## src/rtl/io_input_reader_if.sv

```systemverilog
`default_nettype none
// ============================================================================
// Module      : io_input_reader_if
// Description : Read-port bundle between the load/store peripheral decode
//               (master) and the input reader (slave).
// Revision    : 1.0 - initial release
// ============================================================================
interface io_input_reader_if;
    logic        rd_en;
    logic [1:0]  addr;
    logic [31:0] rd_data;
    logic        rd_valid;

    modport master (
        output rd_en,
        output addr,
        input  rd_data,
        input  rd_valid
    );

    modport slave (
        input  rd_en,
        input  addr,
        output rd_data,
        output rd_valid
    );
endinterface : io_input_reader_if
`default_nettype wire

```

## src/rtl/io_input_reader.sv

```systemverilog
`default_nettype none
// ============================================================================
// Module      : io_input_reader
// Description : Memory-mapped switch/button reader. Synchronises and
//               (optionally, macro INPUT_DEBOUNCE_EN) debounces the pins,
//               keeps sticky press flags plus a saturating press counter,
//               and returns one selected word on a registered read port.
// Revision    : 1.0 - initial release
// ============================================================================
module io_input_reader #(
    parameter int SW_WIDTH   = 16,
    parameter int BTN_WIDTH  = 4,
    parameter int DEB_CYCLES = 16
) (
    input  wire logic                 clk,
    input  wire logic                 rst,
    input  wire logic [SW_WIDTH-1:0]  sw,
    input  wire logic [BTN_WIDTH-1:0] btn,
    io_input_reader_if.slave          bus
);

    localparam int         c_N       = SW_WIDTH + BTN_WIDTH;
    localparam logic [7:0] c_CNT_SAT = 8'hFF;

    // Buttons occupy the upper bits of the combined pin vector
    logic [c_N-1:0]       r_s1;
    logic [c_N-1:0]       r_s2;
    logic [c_N-1:0]       w_d;
    logic [BTN_WIDTH-1:0] w_btn_next;
    logic [BTN_WIDTH-1:0] w_btn_rise;
    logic [BTN_WIDTH-1:0] r_evt;
    logic [7:0]           r_evt_cnt;
    logic [31:0]          w_rd_word;
    logic [31:0]          r_rd_data;
    logic                 r_rd_valid;
    logic                 w_rd_evt;
    logic                 w_rd_cnt;
    logic                 w_inc;

    always_ff @(posedge clk or posedge rst) begin
        if (rst) begin
            r_s1 <= '0;
            r_s2 <= '0;
        end else begin
            r_s1 <= {btn, sw};
            r_s2 <= r_s1;
        end
    end

`ifdef INPUT_DEBOUNCE_EN
    localparam int                c_CNT_W   = (DEB_CYCLES > 1) ? $clog2(DEB_CYCLES) : 1;
    localparam logic [c_CNT_W-1:0] c_CNT_MAX = c_CNT_W'(DEB_CYCLES - 1);

    logic [c_N-1:0] r_d;
    logic [c_N-1:0] w_d_next;

    // A bit is accepted only after differing from d for DEB_CYCLES cycles in a row
    for (genvar gi = 0; gi < c_N; gi++) begin : g_deb
        logic [c_CNT_W-1:0] r_cnt;

        assign w_d_next[gi] = ((r_s2[gi] != r_d[gi]) && (r_cnt == c_CNT_MAX))
                              ? r_s2[gi] : r_d[gi];

        always_ff @(posedge clk or posedge rst) begin
            if (rst) begin
                r_cnt <= '0;
            end else if ((r_s2[gi] == r_d[gi]) || (r_cnt == c_CNT_MAX)) begin
                r_cnt <= '0;
            end else begin
                r_cnt <= r_cnt + 1'b1;
            end
        end
    end

    always_ff @(posedge clk or posedge rst) begin
        if (rst) begin
            r_d <= '0;
        end else begin
            r_d <= w_d_next;
        end
    end

    assign w_d        = r_d;
    assign w_btn_next = w_d_next[c_N-1:SW_WIDTH];
`else
    // Without debounce the stable value is the synchroniser output itself
    if (DEB_CYCLES < 1) begin : g_deb_cycles_unused
    end

    assign w_d        = r_s2;
    assign w_btn_next = r_s1[c_N-1:SW_WIDTH];
`endif

    // A press is a 0->1 change of the button's stable value on this edge
    assign w_btn_rise = w_btn_next & ~w_d[c_N-1:SW_WIDTH];
    assign w_inc      = |w_btn_rise;
    assign w_rd_evt   = bus.rd_en && (bus.addr == 2'd2);
    assign w_rd_cnt   = bus.rd_en && (bus.addr == 2'd3);

    always_ff @(posedge clk or posedge rst) begin
        if (rst) begin
            r_evt <= '0;
        end else begin
            r_evt <= (w_rd_evt ? '0 : r_evt) | w_btn_rise;
        end
    end

    // A press coinciding with the clearing read survives as a count of one
    always_ff @(posedge clk or posedge rst) begin
        if (rst) begin
            r_evt_cnt <= '0;
        end else if (w_rd_cnt) begin
            r_evt_cnt <= {7'd0, w_inc};
        end else if (w_inc && (r_evt_cnt != c_CNT_SAT)) begin
            r_evt_cnt <= r_evt_cnt + 8'd1;
        end
    end

    always_comb begin
        w_rd_word = '0;
        case (bus.addr)
            2'd0:    w_rd_word[SW_WIDTH-1:0]  = w_d[SW_WIDTH-1:0];
            2'd1:    w_rd_word[BTN_WIDTH-1:0] = w_d[c_N-1:SW_WIDTH];
            2'd2:    w_rd_word[BTN_WIDTH-1:0] = r_evt;
            default: w_rd_word[7:0]           = r_evt_cnt;
        endcase
    end

    always_ff @(posedge clk or posedge rst) begin
        if (rst) begin
            r_rd_data  <= '0;
            r_rd_valid <= 1'b0;
        end else begin
            r_rd_valid <= bus.rd_en;
            if (bus.rd_en) begin
                r_rd_data <= w_rd_word;
            end
        end
    end

    assign bus.rd_data  = r_rd_data;
    assign bus.rd_valid = r_rd_valid;

endmodule : io_input_reader
`default_nettype wire

```

## src/flat_wrapper.sv

```systemverilog
// flat-port wrapper written by rule: the top's interface ports become plain ports
module io_input_reader_flat 
#(
    parameter int SW_WIDTH   = 16,
    parameter int BTN_WIDTH  = 4,
    parameter int DEB_CYCLES = 16
)
  (clk, rst, sw, btn, bus_rd_en, bus_addr, bus_rd_data, bus_rd_valid);
  io_input_reader_if bus_i ();
  input  wire logic clk;
  input  wire logic rst;
  input  wire logic [SW_WIDTH-1:0] sw;
  input  wire logic [BTN_WIDTH-1:0] btn;
  input wire logic [$bits(bus_i.rd_en)-1:0] bus_rd_en;
  input wire logic [$bits(bus_i.addr)-1:0] bus_addr;
  output wire logic [$bits(bus_i.rd_data)-1:0] bus_rd_data;
  output wire logic [$bits(bus_i.rd_valid)-1:0] bus_rd_valid;
  assign bus_i.rd_en = bus_rd_en;
  assign bus_i.addr = bus_addr;
  assign bus_rd_data = bus_i.rd_data;
  assign bus_rd_valid = bus_i.rd_valid;
  io_input_reader #(.SW_WIDTH(SW_WIDTH), .BTN_WIDTH(BTN_WIDTH), .DEB_CYCLES(DEB_CYCLES)) u_core (.clk(clk), .rst(rst), .sw(sw), .btn(btn), .bus(bus_i));
endmodule
```

## config.mk

```make
export PLATFORM = sky130hd
export DESIGN_NAME = io_input_reader_flat
export DESIGN_NICKNAME = d
export VERILOG_FILES = /design/src/rtl/io_input_reader_if.sv /design/src/rtl/io_input_reader.sv /design/src/flat_wrapper.sv
export SDC_FILE = /design/constraint.sdc
export NUM_CORES = 1
export LEC_CHECK = 0
export ABC_AREA = 1
export CORE_MARGIN = 3
export CORE_UTILIZATION = 29
export CTS_CLUSTER_DIAMETER = 80
export CTS_CLUSTER_SIZE = 28
export DETAILED_ROUTE_END_ITERATION = 12
export GPL_TIMING_DRIVEN = 0
export PLACE_DENSITY = 0.48
export SLEW_MARGIN = 5
export SYNTH_ARGS = -nofsm -noshare
export SYNTH_HDL_FRONTEND = slang
export SYNTH_SLANG_ARGS = --single-unit
```

## constraint.sdc

```tcl
create_clock -name clk -period 5.2 [get_ports clk]
set_clock_uncertainty 0.1 [all_clocks]
set_input_delay 1.04 -clock clk [delete_from_list [all_inputs] [get_ports clk]]
set_output_delay 1.04 -clock clk [all_outputs]
set_load 0.02 [all_outputs]
```

# --- Word level (Yosys, flattened, before mapping) ---
# Cells that the tools add are included.
totals:
  reg_bits: 69
  in_bits: 25
  out_inout_bits: 33
classes:
  addsub: 1
  eq_ne: 4
  n_mux: 6
  bitwise: 3
  reduce_logical: 7
ops:
  columns: ["op", "count"]
  rows:
  - ["8-bit 2-to-1 mux", 3]
  - ["4-bit case mux with 3 select lines", 1]
  - ["8-bit by 1-bit adder with 8-bit output, second input constant", 1]
  - ["8-bit != test, second input constant", 1]
  - ["4-bit case mux with 2 select lines", 1]
  - ["4-bit AND", 1]
  - ["2-bit equality test, second input constant", 2]
  - ["4-bit 2-to-1 mux", 1]
  - ["4-bit inverter", 1]
  - ["4-bit bitwise OR", 1]
  - ["4-bit OR reduction", 1]
  - ["1-bit logical AND", 3]
  - ["2-bit by 1-bit equality test with 1-bit output, second input constant", 1]
  - ["2-bit logical NOT", 1]
  - ["2-bit nonzero test", 1]
  - ["2-bit OR reduction", 1]

# --- Logic depth before layout (Yosys ltp) ---
# Gate-level depths: netlist (run 1).
logic_depth:
  word_depth: 6
  ltp_mapped: 8

# --- Worst setup path before layout (run 1) ---
# No wires, ideal clock.
synth_timing:
  path_kind: "input port to flip-flop"
  from: "in bus_rd_en"
  to: "reg u_core.r_rd_data[0] (netlist: u_core.bus.rd_data[0])"
  setup_time_ns: 0.123
  t_arrival_ns: 1.715
  slack_ns: 3.262
  cell_stages: 7
  n_path_buf: 2
  path_cell_list: "buf_2 > inv_4 > nor2_4 > inv_2 > buf_6 > o22ai_1 > a21oi_1"
synth_rtl:
  columns: ["item", "line_no", "source"]
  rows:
  - ["start: declaration", "flat_wrapper.sv:14", "input wire logic [$bits(bus_i.rd_en)-1:0] bus_rd_en;"]
  - ["end signal: assignment", "io_input_reader.sv:136", "r_rd_data <= w_rd_word;"]
  - ["end: declaration", "io_input_reader.sv:34", "logic [31:0] r_rd_data;"]

# --- Final worst setup path (run 1) ---
layout_timing:
  from: "reg u_core.r_rd_data[7] (netlist: u_core.bus.rd_data[7])"
  to: "out bus_rd_data[7]"
layout_rtl:
  columns: ["item", "line_no", "source"]
  rows:
  - ["end: declaration", "flat_wrapper.sv:16", "output wire logic [$bits(bus_i.rd_data)-1:0] bus_rd_data;"]
# No word-level cell between the ends.

==> run_results.csv, run 1 <==
group,metric,value,unit
outcome,outcome,"complete, no violations",
power_and_ir_drop,p_leak,1.69,nW
clock_tree,clk_pin_slew_worst_paths,80,ps
floorplan,io_pins,58,
detailed_routing,ant_nets,0,
power_and_ir_drop,peakVddDrop,0.168,mV
synthesis,yosys-mux-area-fraction,0,
critical_path,cpMaxStageDelayCell,"clkdlybuf4s50_1",
synthesis,synth.yosys.seq_area_share,0.652,
critical_path,arrival,1330,ps
final_layout,final_cell_mix,"dfrtp_1, nand2_1, clkdlybuf4s50_1",
hold_path,hp-start,"u_core.r_s1[11]",
critical_path,r2r_setup_slack,3570,ps
critical_path,critPathMaxFanout,2,
clock_tree,cts_htree_levels,3,
detailed_routing,routedWlPerCell,11.9,um
floorplan,die_area,10300,um^2
global_route,grt_pass1_wl,8780,um
timing,setup_violations,0,
placement,port_buffers,41,
clock_tree,clock_latency,340,ps
floorplan,fp.dieW,102,um
synthesis,synth_top_family_by_area,"simple AND/OR/NAND/NOR gates",
hold_path,min_to,"u_core.r_s2[11]",
synthesis,synth_area,2650,um^2
timing,setup-tns-final,0,ps
final_layout,drive_gt1_frac,0.159,
critical_path,max_stage_delay,610,ps
synthesis,synthDistinctLibCells,21,
final_layout,final_area,3500,um^2
detailed_routing,dr.pass1.iters,4,
synthesis,yosysWarnings,0,
hold_path,hp-class,"flop to flop",
clock_tree,cts-resized-gates,0,
global_route,grt_pass1_vias,1765,
synthesis,synthCells,249,
global_route,grt_usage,0.111,
synthesis,avgSynthCellArea,10.6,um^2
critical_path,crit_type,"flop to output port",
critical_path,crit_family,"buffers and inverters",
global_route,gr-total-overflow,0,
detailed_routing,drt_iter0_drc,98,
final_layout,diodes,0,
timing,holdWs,249,ps
synthesis,synthXorXnorAreaFrac,0.00993,
critical_path,crit_chain,"clkdlybuf4s50_1",
clock_tree,cts_sinks,69,
detailed_routing,vias,1766,
placement,dp.cells,414,
placement,dp_hpwl,3520,um
floorplan,die_y,102,um
hold_path,hold_depth,0,
clock_tree,cts_buffer_depth,2,
timing,finalCriticalPeriod,2470,ps
power_and_ir_drop,seqPwrFrac,0.483,
critical_path,cp.depth,1,
timing,grt_setup_unrepaired,"no",
critical_path,critPathLaunchType,"flop",
clock_tree,post_cts_buffers,0,
timing,fin_crit_sh,0.475,
clock_tree,cts_buffers,9,
power_and_ir_drop,p_clk_frac,0.380,
critical_path,critPathRequiredTime,4060,ps
synthesis,synthAdderAreaFrac,0.00473,
timing,report.final.slew_viol_count,0,
power_and_ir_drop,p_sw,0.000327,W
final_layout,final_common_cell,"dfrtp_1",
power_and_ir_drop,p_comb_frac,0.137,
clock_tree,tritoncts,"yes",
clock_tree,hold_buffers,0,
detailed_routing,route.detailed.drc,0,
floorplan,initial_core_util,0.301,
final_layout,final_nets,343,
floorplan,rows,34,
global_route,antenna_found_initial,0,
timing,finalHoldViolCount,0,
critical_path,crit_buf_inv,1,
critical_path,r2r-end,"u_core.r_evt_cnt[4]",
synthesis,synth-simple-area-share,0.176,
critical_path,r2r_start,"u_core.r_evt_cnt[0]",
detailed_routing,wl,5120,um
detailed_routing,vias_per_cell,4.12,
synthesis,synth_seq_cells,69,
final_layout,areaGrowthSynthToFinish,32.3,%
power_and_ir_drop,p_per_area,362,nW/um^2
power_and_ir_drop,internal-power,0.000939,W
placement,place_area,3280,um^2
power_and_ir_drop,switching_share,0.259,
critical_path,cp-end-kind,"output port",
synthesis,synth-compound-area-share,0.0634,
clock_tree,root_buffer,"clkbuf_8",
floorplan,core,8810,um^2
final_layout,final_cells,429,
critical_path,r2r_cells,8,
global_route,grt_max_degree,65,
job,max_cap_viol_count,0,
timing,fmax,0.405,GHz
placement,routabilityCongestion,0.773,
[worst reg2reg max path, cell delays in order (launching register included)]
cell and delay [ps]:
dfrtp_1 440, ha_1 260, nand2_2 120, nor2_4 50, nand2_2 90, inv_1 50
nor2_2 260, nand3_1 120, nand2_1 80
[synth_stat cells]
cell	instances	share of area
a21oi_1	7	0.013
inv_4	1	0.0024
nand3_1	32	0.061
nand2_2	3	0.0071
o21ai_4	1	0.0061
buf_4	17	0.048
dfrtp_1	69	0.65
conb_1	1	0.0014
nor2_1	8	0.011
buf_2	3	0.0057
o22ai_1	3	0.0071
nor2_4	2	0.0085
xor2_1	3	0.0099
ha_1	1	0.0047
inv_2	1	0.0014
buf_6	2	0.0085
nor2_2	1	0.0024
o211ai_2	3	0.014
nand2_1	61	0.087
inv_1	18	0.026
o21ai_0	12	0.023
[how the worst max path moves through the flow]
stage | startpoint | to | slack [ps]
floorplan | rst | u_core.bus.rd_data[0] | 2320
global placement | rst | u_core.r_evt_cnt[0] | 1110
detailed placement | bus_rd_en | u_core.bus.rd_data[0] | 2560
CTS | u_core.bus.rd_data[5] | bus_rd_data[5] | 2700
global route | u_core.bus.rd_data[11] | bus_rd_data[11] | 2670
finish | u_core.bus.rd_data[7] | bus_rd_data[7] | 2730
[kinds of logic after synthesis]
family,count (synthesis)
buffers and inverters,42
AO/OA/AOI/OAI,26
flip-flops,69
adder cells (fa/ha/maj),1
other,1
AND/OR/NAND/NOR,107
XOR/XNOR,3
[registers in the layout (all words and copies together) (netlist names)]
| name | flops |
|---|---|
| u_core.r_s2 | 20 |
| u_core.r_s1 | 20 |
| u_core.r_evt_cnt | 8 |
| u_core.bus.rd_valid | 1 |
| u_core.r_evt | 4 |
| u_core.bus.rd_data | 16 |
[routing by layer]
layer	GRT usage	up-vias	routed length [um]
met5	0	-	0
met2	0.170	44	2460
met1	0.145	814	2290
li1	-	901	-
met4	0.0429	0	84
met3	0.0413	7	289
[power by group through the flow]
stage / clock network, W / registers, W / logic (W)
after floorplan: 0 / 0.000627 / 0.0000960
after global placement: 0 / 0.000621 / 0.000171
after detailed placement: 0 / 0.000621 / 0.000176
after CTS: 0.000496 / 0.000611 / 0.000177
after global routing: 0.000522 / 0.000616 / 0.000196
final: 0.000481 / 0.000611 / 0.000174
[area by class of cell]
cell class,instances,area [um^2]
repair buffers,42,438
well taps,108,135
flip-flops and latches,69,1730
fillers,854,5310
inverters,20,80.1
clock buffers,10,138
multi-input cells,153,733
clock inverters,5,85.1
plain buffers,22,165
[metrics by stage]
step,power (W),setup slack (ps),utilization
after floorplan,0.000723,2320,-
after global placement,0.000792,1110,0.369
after detailed placement,0.000797,2560,0.372
after CTS,0.00128,2700,0.398
after global routing,0.00133,2670,0.398
final,0.00127,2730,0.398
Power figures use the tool's default switching activity.
==> inputs of run 2 (changes only) <==
- PLACE_DENSITY: 0.48 -> 0.5
- clock period: 5.2 -> 2.15 ns (I/O delays scaled with it)
==> run 2 against run 1 <==
Against the previous run: critical path depth is the same; wire length decreased by 2.1%; total power is 140% higher; sequential share of layout area is essentially flat; die area unchanged; sequential cell count did not move.
==> run_results.csv, run 2 (synthesis results as in run 1) <==
group,metric,value,unit
power_and_ir_drop,p_per_area,885,nW/um^2
placement,dp_hpwl,3510,um
clock_tree,cts_buffers,9,
floorplan,rows,34,
critical_path,critPathRequiredTime,1620,ps
critical_path,crit_chain,"clkdlybuf4s50_1",
final_layout,final_common_cell,"dfrtp_1",
clock_tree,tritoncts,"yes",
detailed_routing,vias,1783,
power_and_ir_drop,p_comb_frac,0.134,
floorplan,fp.dieW,102,um
final_layout,diodes,0,
critical_path,crit_type,"flop to output port",
power_and_ir_drop,p_sw,0.000820,W
power_and_ir_drop,p_leak,1.68,nW
clock_tree,clk_pin_slew_worst_paths,70,ps
global_route,antenna_found_initial,0,
timing,finalHoldViolCount,0,
global_route,gr-total-overflow,0,
power_and_ir_drop,seqPwrFrac,0.477,
power_and_ir_drop,p_clk_frac,0.389,
critical_path,cp-end-kind,"output port",
global_route,grt_usage,0.110,
timing,report.final.slew_viol_count,0,
critical_path,crit_buf_inv,1,
global_route,grt_pass1_vias,1737,
critical_path,max_stage_delay,620,ps
placement,dp.cells,414,
global_route,grt_pass1_wl,8600,um
floorplan,die_area,10300,um^2
floorplan,die_y,102,um
job,max_cap_viol_count,0,
final_layout,final_cell_mix,"dfrtp_1, nand2_1, clkdlybuf4s50_1",
timing,fin_crit_sh,0.866,
critical_path,arrival,1330,ps
final_layout,areaGrowthSynthToFinish,32.4,%
critical_path,crit_family,"buffers and inverters",
clock_tree,cts_sinks,69,
placement,port_buffers,41,
floorplan,io_pins,58,
final_layout,final_nets,343,
placement,routabilityCongestion,0.843,
critical_path,critPathLaunchType,"flop",
floorplan,initial_core_util,0.301,
timing,holdWs,252,ps
detailed_routing,dr.pass1.iters,4,
power_and_ir_drop,peakVddDrop,0.498,mV
critical_path,critPathMaxFanout,2,
hold_path,hp-class,"flop to flop",
global_route,met1_usage,0.142,
timing,grt_setup_unrepaired,"no",
outcome,outcome,"complete, no violations",
clock_tree,root_buffer,"clkbuf_8",
timing,relSlewSlack,0.518,
detailed_routing,wl,5020,um
clock_tree,cts_buffer_depth,2,
timing,setup-tns-final,0,ps
floorplan,core,8810,um^2
final_layout,fillers,868,
final_layout,drive_gt1_frac,0.161,
critical_path,cpMaxStageDelayCell,"clkdlybuf4s50_1",
final_layout,postLayoutCoreUtil,0.398,
power_and_ir_drop,switching_share,0.265,
detailed_routing,routedWlPerCell,11.7,um
clock_tree,cts_htree_levels,3,
global_route,busiest_layer,"met2",
timing,finalCriticalPeriod,1860,ps
clock_tree,hold_buffers,0,
final_layout,final_cells,430,
detailed_routing,vias_per_cell,4.15,
global_route,grtUsageMet2,0.168,
clock_tree,post_cts_buffers,0,
clock_tree,clock_latency,350,ps
timing,setup_violations,0,
clock_tree,cts-resized-gates,0,
detailed_routing,drt_iter0_drc,64,
global_route,met3_usage,0.0358,
timing,fmax,0.537,GHz
power_and_ir_drop,internal-power,0.00228,W
detailed_routing,route.detailed.drc,0,
detailed_routing,ant_nets,0,
global_route,grt_max_degree,37,
timing,tightest_slew,722,ps
## run 2: cell count changes in the layout (fill, tap and decap cells not counted)
cell        previous run  this run
buf_12                 0         1
buf_16                 1         0
clkinvlp_4             1         2
inv_4                  2         1
inv_6                  0         1
## run 2: worst paths after layout
path                       slack (ps)                  start                   to  depth (start not counted)
max                               290  u_core.bus.rd_data[5]       bus_rd_data[5]                          1
min                               250         u_core.r_s1[5]       u_core.r_s2[5]                          0
max reg2reg                       530    u_core.r_evt_cnt[0]  u_core.r_evt_cnt[3]                          8
min reg2reg                       250         u_core.r_s1[5]       u_core.r_s2[5]                          0
max in group asynchronous         900                    rst  u_core.r_evt_cnt[3]                          3
min in group asynchronous         440                    rst      u_core.r_s1[10]                          2
## run 2: worst reg2reg max path, stage by stage, from the launching register on
cell and delay, ps:
dfrtp_1 440, ha_1 250, nand2_2 120, nor2_4 50, nand2_2 100, inv_1 50
nor2_2 250, nand3_1 120, nand2_1 80
## run 2: final cells by class
class / instances / area, um^2 / area share
sequential: 69 / 1730 / 0.493
multi-input combinational: 153 / 733 / 0.209
timing repair buffer: 42 / 430 / 0.123
buffer: 22 / 165 / 0.0471
clock buffer: 10 / 138 / 0.0393
tap: 108 / 135 / 0.0386
clock inverter: 6 / 93.8 / 0.0268
inverter: 20 / 81.3 / 0.0232
## run 2: routing by layer
layer / wire (um) / part of all wire / up-vias
met2: 2340 / 0.47 / 52
met4: 110 / 0.022 / 0
li1: - / - / 902
met5: 0 / 0 / -
met3: 236 / 0.047 / 11
met1: 2330 / 0.47 / 818
## run 2: power by group through the flow
stage / Sequential [W] / Combinational, W / Clock [W]
finish: 0.00148 / 0.000416 / 0.00121
global placement: 0.00150 / 0.000412 / 0
CTS: 0.00148 / 0.000423 / 0.00124
detailed placement: 0.00150 / 0.000420 / 0
floorplan: 0.00152 / 0.000233 / 0
global route: 0.00149 / 0.000466 / 0.00130
## run 2: per-stage QoR
| step | setup slack, ps | total power (W) | cell area, um^2 |
|---|---|---|---|
| finish | 287 | 0.00310 | 3500 |
| global route | 245 | 0.00326 | 3500 |
| CTS | 261 | 0.00314 | 3500 |
| detailed placement | 137 | 0.00192 | 3270 |
| global placement | 3.59 | 0.00191 | 3250 |
| floorplan | 766 | 0.00175 | 2710 |
